===== config.mk =====
export PLATFORM = sky130hd
export DESIGN_NAME = kled_driver_flat
export DESIGN_NICKNAME = d
export VERILOG_FILES = /design/src/rtl/kled_pkg.sv /design/src/rtl/kled_if.sv /design/src/rtl/kled_timebase.sv /design/src/rtl/kled_driver.sv /design/src/flat_wrapper.sv
export SDC_FILE = /design/constraint.sdc
export NUM_CORES = 1
export LEC_CHECK = 0
export ABC_AREA = 1
export CAP_MARGIN = 0
export CELL_PAD_IN_SITES_DETAIL_PLACEMENT = 0
export CELL_PAD_IN_SITES_GLOBAL_PLACEMENT = 1
export CORE_UTILIZATION = 40
export DETAILED_ROUTE_END_ITERATION = 10
export HOLD_SLACK_MARGIN = 0.05
export PLACE_DENSITY = 0.71
export SLEW_MARGIN = 30
export SYNTH_ARGS = -nofsm -noshare
export SYNTH_HDL_FRONTEND = slang
export SYNTH_SLANG_ARGS = --single-unit

===== constraint.sdc =====
create_clock -name clk -period 1.8 [get_ports clk]
set_input_delay 0.18 -clock clk [delete_from_list [all_inputs] [get_ports clk]]
set_output_delay 0.18 -clock clk [all_outputs]
set_load 0.02 [all_outputs]

===== src/rtl/kled_pkg.sv =====
// Shared types and default constants for the kled_driver LED mode controller.
package kled_pkg;

    typedef enum logic [1:0] {
        MODE_OFF  = 2'd0,
        MODE_ON   = 2'd1,
        MODE_SLOW = 2'd2,
        MODE_FAST = 2'd3
    } mode_e;

    typedef enum logic {
        ST_IDLE  = 1'b0,
        ST_APPLY = 1'b1
    } state_e;

    localparam int unsigned DEF_CNT_SLOW   = 25_000_000;
    localparam int unsigned DEF_CNT_FAST   = 6_250_000;
    localparam int unsigned DEF_PWM_PERIOD = 1000;
    localparam int unsigned DUTY_W         = 11;

    // Counter width for a 0..n-1 range, never narrower than one bit.
    function automatic int unsigned cnt_width(input int unsigned n);
        return (n > 1) ? $clog2(n) : 1;
    endfunction

endpackage


===== src/rtl/kled_if.sv =====
// Key-event handshake between the debouncer (master) and kled_driver (slave).
interface kled_if;
    logic       evt_valid;
    logic [1:0] evt_key;
    logic       evt_ready;

    modport master (output evt_valid, output evt_key, input evt_ready);
    modport slave  (input evt_valid, input evt_key, output evt_ready);
endinterface


===== src/rtl/kled_timebase.sv =====
// Free-running 0..COUNT-1 counter with a wrap pulse and a phase that toggles on each wrap.
module kled_timebase
    import kled_pkg::*;
#(
    parameter int unsigned COUNT = 2,
    parameter int unsigned CW    = cnt_width(COUNT)
) (
    input  logic          clk,
    input  logic          rst_n,
    output logic [CW-1:0] cnt_o,
    output logic          phase_o,
    output logic          wrap_o
);

    logic [CW-1:0] cnt_q, cnt_d;
    logic          phase_q, phase_d;

    assign wrap_o = (cnt_q == CW'(COUNT - 1));

    // NOTE: combinational next-state gets every output assigned on every path, so no latch is inferred.
    always_comb begin
        cnt_d   = wrap_o ? '0 : cnt_q + CW'(1);
        phase_d = phase_q ^ wrap_o;
    end

    // NOTE: state updates use non-blocking assignments so all flops sample pre-edge values.
    always_ff @(posedge clk or negedge rst_n) begin
        if (!rst_n) begin
            cnt_q   <= '0;
            phase_q <= 1'b0;
        end else begin
            cnt_q   <= cnt_d;
            phase_q <= phase_d;
        end
    end

    assign cnt_o   = cnt_q;
    assign phase_o = phase_q;

endmodule


===== src/rtl/kled_driver.sv =====
// Four-LED mode controller: each key press cycles its LED through OFF/ON/SLOW/FAST.
// Define KLED_BREATH_EN to replace the FAST blink of mode 3 with PWM breathing.
module kled_driver
    import kled_pkg::*;
#(
    parameter int unsigned CNT_SLOW   = DEF_CNT_SLOW,
    parameter int unsigned CNT_FAST   = DEF_CNT_FAST,
    parameter int unsigned PWM_PERIOD = DEF_PWM_PERIOD
) (
    input  logic       clk,
    input  logic       rst_n,
    kled_if.slave      evt,
    output logic [3:0] led,
    output logic [7:0] mode
);

    localparam int unsigned SLOW_W = cnt_width(CNT_SLOW);
    localparam int unsigned FAST_W = cnt_width(CNT_FAST);

    if (CNT_SLOW < 1 || CNT_FAST < 1 || PWM_PERIOD < 2 || PWM_PERIOD > (1 << DUTY_W)) begin : g_bad_params
        $error("kled_driver: counts must be >= 1 and PWM_PERIOD within 2..2048");
    end

    state_e       state_q;
    logic [1:0]   key_q;
    logic         ready_q;
    mode_e [3:0]  mode_q;
    logic [3:0]   led_q, led_d;

    logic [SLOW_W-1:0] slow_cnt;
    logic [FAST_W-1:0] fast_cnt;
    logic              slow_phase, slow_wrap;
    logic              fast_phase, fast_wrap;
    logic              mode3_bit;

    kled_timebase #(.COUNT(CNT_SLOW)) u_slow (
        .clk     (clk),
        .rst_n   (rst_n),
        .cnt_o   (slow_cnt),
        .phase_o (slow_phase),
        .wrap_o  (slow_wrap)
    );

    kled_timebase #(.COUNT(CNT_FAST)) u_fast (
        .clk     (clk),
        .rst_n   (rst_n),
        .cnt_o   (fast_cnt),
        .phase_o (fast_phase),
        .wrap_o  (fast_wrap)
    );

`ifdef KLED_BREATH_EN
    localparam int unsigned          PWM_W    = cnt_width(PWM_PERIOD);
    localparam logic [DUTY_W-1:0]    DUTY_TOP = DUTY_W'(PWM_PERIOD - 1);
    localparam logic [DUTY_W-1:0]    DUTY_ONE = DUTY_W'(1);

    logic [PWM_W-1:0]  pwm_cnt;
    logic              pwm_phase, pwm_wrap;
    logic [DUTY_W-1:0] duty_q;
    logic              falling_q;

    kled_timebase #(.COUNT(PWM_PERIOD)) u_pwm (
        .clk     (clk),
        .rst_n   (rst_n),
        .cnt_o   (pwm_cnt),
        .phase_o (pwm_phase),
        .wrap_o  (pwm_wrap)
    );

    // Duty walks a triangle 0..PWM_PERIOD-1..0, one step per PWM frame.
    always_ff @(posedge clk or negedge rst_n) begin
        if (!rst_n) begin
            duty_q    <= '0;
            falling_q <= 1'b0;
        end else if (pwm_wrap) begin
            if (!falling_q && duty_q == DUTY_TOP) begin
                duty_q    <= duty_q - DUTY_ONE;
                falling_q <= 1'b1;
            end else if (falling_q && duty_q == '0) begin
                duty_q    <= duty_q + DUTY_ONE;
                falling_q <= 1'b0;
            end else if (falling_q) begin
                duty_q <= duty_q - DUTY_ONE;
            end else begin
                duty_q <= duty_q + DUTY_ONE;
            end
        end
    end

    assign mode3_bit = (DUTY_W'(pwm_cnt) < duty_q);

    logic unused_tb;
    assign unused_tb = ^{slow_cnt, slow_wrap, fast_cnt, fast_wrap, fast_phase, pwm_phase};
`else
    assign mode3_bit = fast_phase;

    logic unused_tb;
    assign unused_tb = ^{slow_cnt, slow_wrap, fast_cnt, fast_wrap};
`endif

    // Accept in IDLE, apply the increment in APPLY; ready is registered so it drops for exactly one cycle.
    always_ff @(posedge clk or negedge rst_n) begin
        if (!rst_n) begin
            state_q <= ST_IDLE;
            ready_q <= 1'b1;
            key_q   <= 2'd0;
            mode_q  <= {4{MODE_OFF}};
        end else begin
            case (state_q)
                ST_IDLE: begin
                    if (evt.evt_valid && ready_q) begin
                        key_q   <= evt.evt_key;
                        ready_q <= 1'b0;
                        state_q <= ST_APPLY;
                    end
                end
                ST_APPLY: begin
                    mode_q[key_q] <= mode_e'(mode_q[key_q] + 2'd1);
                    ready_q       <= 1'b1;
                    state_q       <= ST_IDLE;
                end
                default: begin
                    ready_q <= 1'b1;
                    state_q <= ST_IDLE;
                end
            endcase
        end
    end

    always_comb begin
        led_d = '0;
        for (int i = 0; i < 4; i++) begin
            case (mode_q[i])
                MODE_OFF:  led_d[i] = 1'b0;
                MODE_ON:   led_d[i] = 1'b1;
                MODE_SLOW: led_d[i] = slow_phase;
                MODE_FAST: led_d[i] = mode3_bit;
                default:   led_d[i] = 1'b0;
            endcase
        end
    end

    always_ff @(posedge clk or negedge rst_n) begin
        if (!rst_n) begin
            led_q <= '0;
        end else begin
            led_q <= led_d;
        end
    end

    assign evt.evt_ready = ready_q;
    assign led           = led_q;
    assign mode          = mode_q;

endmodule


===== src/flat_wrapper.sv =====
// flat-port wrapper written by rule: the top's interface ports become plain ports
module kled_driver_flat import kled_pkg::*;
#(
    parameter int unsigned CNT_SLOW   = DEF_CNT_SLOW,
    parameter int unsigned CNT_FAST   = DEF_CNT_FAST,
    parameter int unsigned PWM_PERIOD = DEF_PWM_PERIOD
)
  (clk, rst_n, led, mode, evt_evt_valid, evt_evt_key, evt_evt_ready);
  kled_if evt_i ();
  input  logic clk;
  input  logic rst_n;
  output logic [3:0] led;
  output logic [7:0] mode;
  input wire logic [$bits(evt_i.evt_valid)-1:0] evt_evt_valid;
  input wire logic [$bits(evt_i.evt_key)-1:0] evt_evt_key;
  output wire logic [$bits(evt_i.evt_ready)-1:0] evt_evt_ready;
  assign evt_i.evt_valid = evt_evt_valid;
  assign evt_i.evt_key = evt_evt_key;
  assign evt_evt_ready = evt_i.evt_ready;
  kled_driver #(.CNT_SLOW(CNT_SLOW), .CNT_FAST(CNT_FAST), .PWM_PERIOD(PWM_PERIOD)) u_core (.clk(clk), .rst_n(rst_n), .evt(evt_i), .led(led), .mode(mode));
endmodule

* Word-level counts from Yosys, hierarchy flattened
Index checks and enable logic that the tools add are counted.
** Storage, ports and cells
- Flip-flop bits (word level) :: 66
- Bits in latches :: 0
- RAM bits :: 0
- Memory bits (read-only) :: 0
- Bits of input ports :: 5
- Output and inout port bits :: 13
- Logic and storage cells :: 57
- Memories :: 0
** Cells by class
- Add/subtract/negate cells :: 3
- Multipliers :: 0
- Divide/modulo/power cells :: 0
- Magnitude comparators :: 2
- Equal/unequal tests :: 15
- Shift operators :: 0
- Mux-type cells :: 15
- Bitwise logic cells :: 3
- Reductions and logical operators :: 7
** Operators by type and width (count)
- $add 25x1->25 const B :: 1
- $eq 25x25->1 const B :: 1
- $mux 25 :: 1
- $add 23x1->23 const B :: 1
- $eq 23x23->1 const B :: 1
- $mux 23 :: 1
- $eq 2x2->1 const B :: 8
- $pmux 1 s4 :: 4
- $bwmux 8 :: 1
- $eq 2x1->1 const B :: 4
- $logic_not 2->1 :: 4
- $bmux 2 s2 :: 1
- $demux 2 s2 :: 1
- $mux 2 :: 2
- $pmux 1 s2 :: 2
- $lt 2x3->1 const B :: 1
- $add 2x1->2 const B :: 1
- $ge 2x1->1 const B :: 1
- $logic_and 1x1->1 :: 2
- $mux 1 :: 2
- $ne 2x1->1 const B :: 1
- $reduce_and 2->1 :: 1
- $xor 1x1->1 :: 2
- $not 1->1 :: 1

* Longest topological paths before layout
Gate-level depths: netlist (run 1).
- Depth after elaboration :: 5
- Mapped depth :: 10
- Gate-level depth less buffers :: 9

* Cells and area by module
Synthesis (run 1) repeated with hierarchy kept, for this count alone.
** Second synthesis, totals
- Cell total of the unflattened synthesis :: 530
- Area, all modules :: 3849.9 µm²
** Modules (own cells, without submodules)
- kled_timebase (u_core.u_slow) :: times used 1, cells an instance 219, area each 1581.5 µm², sequential area each 650.6 µm²
- kled_timebase (u_core.u_fast) :: times used 1, cells an instance 207, area each 1472.7 µm², sequential area each 600.6 µm²
- kled_driver :: times used 1, cells an instance 104, area each 795.8 µm², sequential area each 401.6 µm²

* Least setup slack after synthesis (run 1)
No wires, ideal clock.
- Kind :: register -> register
- From :: register u_core.u_slow.cnt_q[0] (netlist: u_core.u_slow.cnt_o[0])
- To :: register u_core.u_slow.cnt_q[20] (netlist: u_core.u_slow.cnt_o[20])
- Setup time :: 0.119 ns
- Arrival :: 1.180 ns
- Required time :: 1.681 ns
- Slack :: 0.501 ns
- Cell stages (with the launch flop) :: 9
- Path buffers :: 0
- Clock period less this slack :: 1.299 ns
- Cell sequence :: dfrtp_1 -> ha_1 -> nand2_2 -> nor2_8 -> nand2_4 -> nor2_4 -> nand3_1 -> nand2_1 -> nor2_1
** Between the ends
- Cells in the longest elaborated chain, start to end :: 2
- Elaborated cells on any way between the ends :: 3
- Classes of those cells :: add/sub (1); eq/ne (1); mux (1)
** Ends and longest elaborated chain
- from (decl) :: RTL line kled_timebase.sv:15 : logic [CW-1:0] cnt_q, cnt_d;
- from (signal assigned) :: RTL line kled_timebase.sv:32 : cnt_q <= cnt_d;
- $add 25x1->25 or $eq 25x25->1 (tied branches) :: RTL line kled_timebase.sv:22, kled_timebase.sv:18
- $mux 25 (*) :: RTL line kled_timebase.sv:22 : cnt_d = wrap_o ? '0 : cnt_q + CW'(1);
- named net u_core.u_slow.cnt_d[20] :: RTL line kled_timebase.sv:15
Mark *: on every way through the listed nets, which the timed path passes. The rest lies on a longest branch.
A chain may end at the register's enable or synchronous reset.

* Worst setup path after layout (run 1)
- From :: register u_core.ready_q (netlist: u_core.evt.evt_ready)
- To :: output evt_evt_ready
** RTL lines
- from (decl) :: RTL line kled_driver.sv:26 : logic ready_q;
- from (signal assigned) :: RTL line kled_driver.sv:105 : ready_q <= 1'b1;
- from (signal assigned) :: RTL line kled_driver.sv:113 : ready_q <= 1'b0;
- from (signal assigned) :: RTL line kled_driver.sv:119 : ready_q <= 1'b1;
- to (decl) :: RTL line flat_wrapper.sv:16 : output wire logic [$bits(evt_i.evt_ready)-1:0] evt_evt_ready;
No word-level cell between the ends.

==> results of run 1 <==
## registers in the layout, summed over array words and instances (netlist names)
name / cells
u_core.u_slow.cnt_o: 25
u_core.u_fast.cnt_o: 23
u_core.mode: 8
u_core.led: 4
u_core.key_q: 2
u_core.evt.evt_ready: 1
u_core.state_q: 1
u_core.u_fast.phase_o: 1
u_core.u_slow.phase_o: 1
## routing by layer
layer | GRT usage | vias up | wire length [um]
met3 | 0.0309 | 18 | 215
met2 | 0.313 | 44 | 3970
li1 | - | 1670 | -
met5 | 0 | - | 0
met1 | 0.256 | 1435 | 4160
met4 | 0.0781 | 0 | 197
## cell families (layout without fill, tap and decap cells)
group	count (synthesis)	count (layout)	share of synthesized area
simple gates	313	313	0.379
fa+ha+maj	2	2	0.00658
compound gates	37	37	0.0533
buf+inv	84	118	0.0846
flops	66	66	0.435
xor+xnor	18	18	0.0415
## final cells by class
type | instances | area [um2]
well taps | 129 | 161
inverters | 82 | 309
repair buffers | 20 | 203
clock buffers | 12 | 135
multi-input cells | 370 | 1830
fillers | 956 | 4910
clock inverters | 4 | 45.0
flip-flops and latches | 66 | 1650
## final timing paths
check / startpoint / to / slack (ns)
max: u_core.evt.evt_ready$_DFFE_PN1P_ / evt_evt_ready / 0.15
min: rst_n / u_core.u_slow.cnt_o[22]$_DFF_PN0_ / 0.29
max reg2reg: u_core.u_slow.cnt_o[0]$_DFF_PN0_ / u_core.u_slow.cnt_o[3]$_DFF_PN0_ / 0.34
min reg2reg: u_core.evt.evt_ready$_DFFE_PN1P_ / u_core.evt.evt_ready$_DFFE_PN1P_ / 0.48
max in group asynchronous: rst_n / u_core.evt.evt_ready$_DFFE_PN1P_ / 0.86
min in group clk: evt_evt_key[0] / u_core.key_q[0]$_DFFE_PN0P_ / 0.39
## cell usage in the layout (no fill, tap or decap), types with 3 or more instances in the layout
master,count
a21oi_1,14
inv_2,4
nand2_4,3
nor2_1,85
xor2_1,16
clkbuf_8,9
nand2_2,12
clkinv_2,4
nand4_1,8
clkdlybuf4s50_1,16
clkbuf_1,3
dfrtp_1,65
nor2_2,13
o21ai_1,6
nand3_1,45
nor2_4,7
nand3b_1,3
nor3_1,5
inv_1,77
o21ai_0,11
nand2_1,127
## power by group through the flow
stage,sequential (mW),clock (mW),combinational (mW)
global route,1.81,1.29,0.944
global placement,1.82,0,0.848
finish,1.79,1.19,0.840
floorplan,1.91,0,0.353
CTS,1.79,1.24,0.852
detailed placement,1.82,0,0.847
==> flow_metrics.py, run 1 <==
metrics = {
    "pwr": {
        "p_leak_nw": 2.12,
        "power_mw": 3.82,
        "sw_frac_of_total": 0.313,
        "combPwrFrac": 0.220,
        "power.switching_mw": 1.20,
        "internal_power_mw": 2.63,
        "power_density_nw_per_um2": 882,
        "power_frac_seq": 0.469,
        "power.share.clock": 0.311,
        "ir_worst_vdd_mv": 0.579,
    },
    "logic_synthesis": {
        "netlist_instances": 520,
        "synth_area_leader_cell": "dfrtp_1",
        "syn-num-nets": 527,
        "yosys-top-cells-area": "dfrtp_1 (43%), nand2_1 (13%), nor2_1 (8.4%)",
        "yosys_most_used_dff": "dfrtp_1",
        "ys_seq_area_frac": 0.435,
        "ys_top_cells_by_count": "nand2_1 (127), nor2_1 (85), inv_1 (77)",
        "yosysMostFrequentCell": "nand2_1",
        "synth_edf_count": 0,
        "postSynthAreaPerCell_um2": 7.31,
        "synthArstFlopShare": 1.00,
        "ys_ff_latch": 66,
        "yosys_warnings": 0,
        "synth.cell_area_um2": 3800,
        "synth_top_area_frac": 0.428,
        "synth_cell_types": 30,
    },
    "global_route": {
        "grt_max_degree": 53,
        "antenna_found_initial": 0,
        "grt_pass1_vias": 3091,
        "grt_pass1_wl_um": 14700,
        "overflow": 0,
        "grt_usage": 0.192,
    },
    "floorplanning": {
        "io_pins": 18,
        "die_area_um2": 9900,
        "die_w_um": 99.5,
        "rows": 35,
        "coreArea_um2": 9240,
        "start_util": 0.412,
        "die_y_um": 99.5,
    },
    "timing": {
        "grt_setup_unrepaired": "no",
        "fin_tns_setup_ns": 0,
        "finalMaxSlewViolations": 0,
        "fin_skew_ns": 0.0104,
        "tightest_slew_ns": 0.384,
        "fin_crit_sh": 0.919,
        "max_freq_mhz": 605,
        "holdWs_ns": 0.288,
        "setup_ws_ns": 0.146,
        "slew_headroom": 0.744,
        "finalHoldViolations": 0,
        "setup_violations": 0,
        "period_needed_ns": 1.65,
    },
    "final_layout": {
        "final_core_util": 0.469,
        "design_area_um2": 4330,
        "syn2layout_area_growth_pct": 14.0,
        "fin_nets": 556,
        "drive_above_1_share": 0.116,
        "diodes": 0,
        "instances_no_fill": 683,
    },
    "setup_path": {
        "slowest_stage": "clkdlybuf4s50_1",
        "cp_num_cells": 1,
        "critical_path_required_ns": 1.62,
        "cp.arrival_ns": 1.47,
        "cpPeakStageDelay_ns": 0.60,
        "startpoint_type": "register",
        "end_kind": "output port",
        "critPathMaxFanout": 3,
        "critPathKind": "reg -> out",
        "crit_chain": "clkdlybuf4s50_1",
        "path_delay_family": "buffers and inverters",
        "rr_worst_depth": 7,
        "cp_num_buf_inv": 1,
    },
    "cts": {
        "clkTransAtPathRegs_ns": 0.07,
        "cts-resized-gates": 0,
        "root_buffer": "clkbuf_8",
        "clock_latency_ns": 0.34,
        "clkSinkCount": 66,
        "h-tree-depth": 3,
        "cts_setup_buffers": 0,
        "ctsHoldBuffers": 1,
        "clock_path_buffers": 2,
        "cts_buffers": 9,
        "cts_tree": "done",
    },
    "detailed_routing": {
        "wl_per_cell_um": 12.5,
        "vias": 3167,
        "drt_iter0_markers": 114,
        "wirelength_um": 8540,
        "first_pass_iters": 6,
        "vias_per_cell": 4.64,
        "drcViolationCount": 0,
        "ant_nets": 0,
    },
    "flow_run": {
        "maxCapViolCount": 0,
    },
    "placed_design": {
        "place_ws_ns": 0.334,
        "portBuffers": 17,
        "gp_congestion": 0.824,
        "place_inst": 666,
        "dp_hpwl_um": 6490,
        "place_area_um2": 4140,
    },
    "hold_path": {
        "min_path_type": "in -> async",
    },
    "status": {
        "outcome": "finished, final reports clean",
    },
}
Note: power is estimated with default switching activity, not from simulation.
==> run 2, diff against run 1 <==
--- a/config.mk
+++ b/config.mk
@@ -12,8 +12,9 @@
 export CORE_UTILIZATION = 40
 export DETAILED_ROUTE_END_ITERATION = 10
 export HOLD_SLACK_MARGIN = 0.05
-export PLACE_DENSITY = 0.71
+export PLACE_DENSITY_LB_ADDON = 0.3
 export SLEW_MARGIN = 30
 export SYNTH_ARGS = -nofsm -noshare
 export SYNTH_HDL_FRONTEND = slang
 export SYNTH_SLANG_ARGS = --single-unit
+export TNS_END_PERCENT = 1
==> flow_metrics.py, run 2 (synthesis results as in run 1) <==
metrics = {
    "detailed_routing": {
        "vias": 3173,
        "drt_iter0_markers": 158,
        "vias_per_cell": 4.65,
        "wirelength_um": 8350,
        "ant_nets": 0,
        "first_pass_iters": 6,
        "wl_per_cell_um": 12.2,
        "drcViolationCount": 0,
    },
    "pwr": {
        "sw_frac_of_total": 0.307,
        "power_density_nw_per_um2": 939,
        "internal_power_mw": 2.85,
        "power.share.clock": 0.361,
        "p_leak_nw": 2.14,
        "power_frac_seq": 0.433,
        "ir_worst_vdd_mv": 0.542,
        "power.switching_mw": 1.26,
        "combPwrFrac": 0.205,
    },
    "global_route": {
        "antenna_found_initial": 0,
        "overflow": 0,
        "grt_pass1_vias": 3273,
        "grt_pass1_wl_um": 14900,
        "grt_max_degree": 67,
        "grt_usage": 0.191,
    },
    "cts": {
        "clock_path_buffers": 2,
        "root_buffer": "clkbuf_8",
        "cts_tree": "done",
        "cts_buffers": 9,
        "h-tree-depth": 3,
        "clkSinkCount": 66,
        "clkTransAtPathRegs_ns": 0.08,
        "clock_latency_ns": 0.35,
        "cts_setup_buffers": 0,
        "cts-resized-gates": 0,
    },
    "floorplanning": {
        "die_y_um": 99.5,
        "io_pins": 18,
        "rows": 35,
        "start_util": 0.412,
        "die_w_um": 99.5,
        "coreArea_um2": 9240,
        "die_area_um2": 9900,
    },
    "placed_design": {
        "place_area_um2": 4140,
        "portBuffers": 17,
        "place_inst": 665,
        "gp_congestion": 0.839,
        "place_ws_ns": 0.283,
        "dp_hpwl_um": 6190,
    },
    "final_layout": {
        "largest_register_ff_count": 25,
        "fin_nets": 555,
        "diodes": 0,
        "n_fill_cell": 939,
        "final_cell_mix": "nand2_1 (127), nor2_1 (85), inv_1 (77), dfrtp_1 (65), nand3_1 (45)",
        "drive_above_1_share": 0.119,
        "instances_no_fill": 682,
        "mostFrequentLayoutCell": "nand2_1",
        "syn2layout_area_growth_pct": 15.3,
        "design_area_um2": 4380,
    },
    "hold_path": {
        "min_path_type": "in -> async",
    },
    "setup_path": {
        "critPathKind": "reg -> out",
        "critical_path_required_ns": 1.62,
        "slowest_stage": "clkdlybuf4s50_1",
        "crit_chain": "clkdlybuf4s50_1",
        "cp_num_buf_inv": 1,
        "path_delay_family": "buffers and inverters",
        "end_kind": "output port",
        "cp.arrival_ns": 1.49,
        "startpoint_type": "register",
        "critPathMaxFanout": 3,
        "cpPeakStageDelay_ns": 0.60,
    },
    "status": {
        "outcome": "finished, final reports clean",
    },
    "timing": {
        "finalMaxSlewViolations": 0,
        "fin_tns_setup_ns": 0,
        "fin_skew_ns": 0.00932,
        "max_freq_mhz": 598,
        "tightest_slew_ns": 0.361,
        "slew_headroom": 0.760,
        "setup_violations": 0,
        "grt_setup_unrepaired": "no",
        "fin_crit_sh": 0.928,
        "setup_ws_ns": 0.129,
        "finalHoldViolations": 0,
        "holdWs_ns": 0.387,
        "period_needed_ns": 1.67,
    },
    "flow_run": {
        "maxCapViolCount": 0,
    },
}
run 2: path summary, 6_finish.rpt:
kind / from / endpoint / slack [ns] / cells past startpoint
min in group clk: evt_evt_key[1] / u_core.key_q[1]$_DFFE_PN0P_ / 0.39 / 3
worst min-delay path: rst_n / u_core.u_slow.cnt_o[10]$_DFF_PN0_ / 0.39 / 3
worst min register to register: u_core.evt.evt_ready$_DFFE_PN1P_ / u_core.evt.evt_ready$_DFFE_PN1P_ / 0.49 / 2
worst max-delay path: u_core.evt.evt_ready$_DFFE_PN1P_ / evt_evt_ready / 0.13 / 1
worst max register to register: u_core.u_slow.cnt_o[0]$_DFF_PN0_ / u_core.u_slow.cnt_o[0]$_DFF_PN0_ / 0.28 / 8
max in group asynchronous: rst_n / u_core.evt.evt_ready$_DFFE_PN1P_ / 1.09 / 3
run 2: stage by stage:
step                      power (mW)   util
after detailed placement        2.66  0.448
after global placement          2.66  0.448
after global routing            4.31  0.474
after floorplan                 2.27      -
after CTS                       4.17  0.474
final                           4.11  0.474
run 2: timing repair:
| item | CTS | global route |
|---|---|---|
| setup endpoints to repair | 0 | 0 |
| hold buffers | 1 | 0 |
| hold endpoints to repair | 65 | 0 |
run 2: tightest hold or removal path, delay by kind of cell:
kind / cells / cell delay, ns
buf+inv: 3 / 0.96
run 2: power groups by stage:
| stage | registers, mW | clock network (mW) | logic, mW |
|---|---|---|---|
| after floorplan | 1.91 | 0 | 0.353 |
| after global placement | 1.81 | 0 | 0.844 |
| after detailed placement | 1.81 | 0 | 0.853 |
| after CTS | 1.78 | 1.52 | 0.859 |
| after global routing | 1.80 | 1.57 | 0.934 |
| final | 1.78 | 1.49 | 0.845 |
run 2: area by class of cell:
class / instances / area [um2] / share of cell area
multi-input cells: 370 / 1830 / 0.417
flip-flops and latches: 66 / 1650 / 0.377
inverters: 82 / 309 / 0.0705
repair buffers: 19 / 195 / 0.0445
well taps: 129 / 161 / 0.0368
clock buffers: 11 / 151 / 0.0345
clock inverters: 5 / 85.1 / 0.0194
run 2: per-layer routing:
layer	vias to the layer above	global-route usage	share of wire
met2	42	0.316	0.47
li1	1663	-	-
met5	-	0	0
met1	1461	0.253	0.49
met3	7	0.0408	0.035
met4	0	0.0520	0.0073
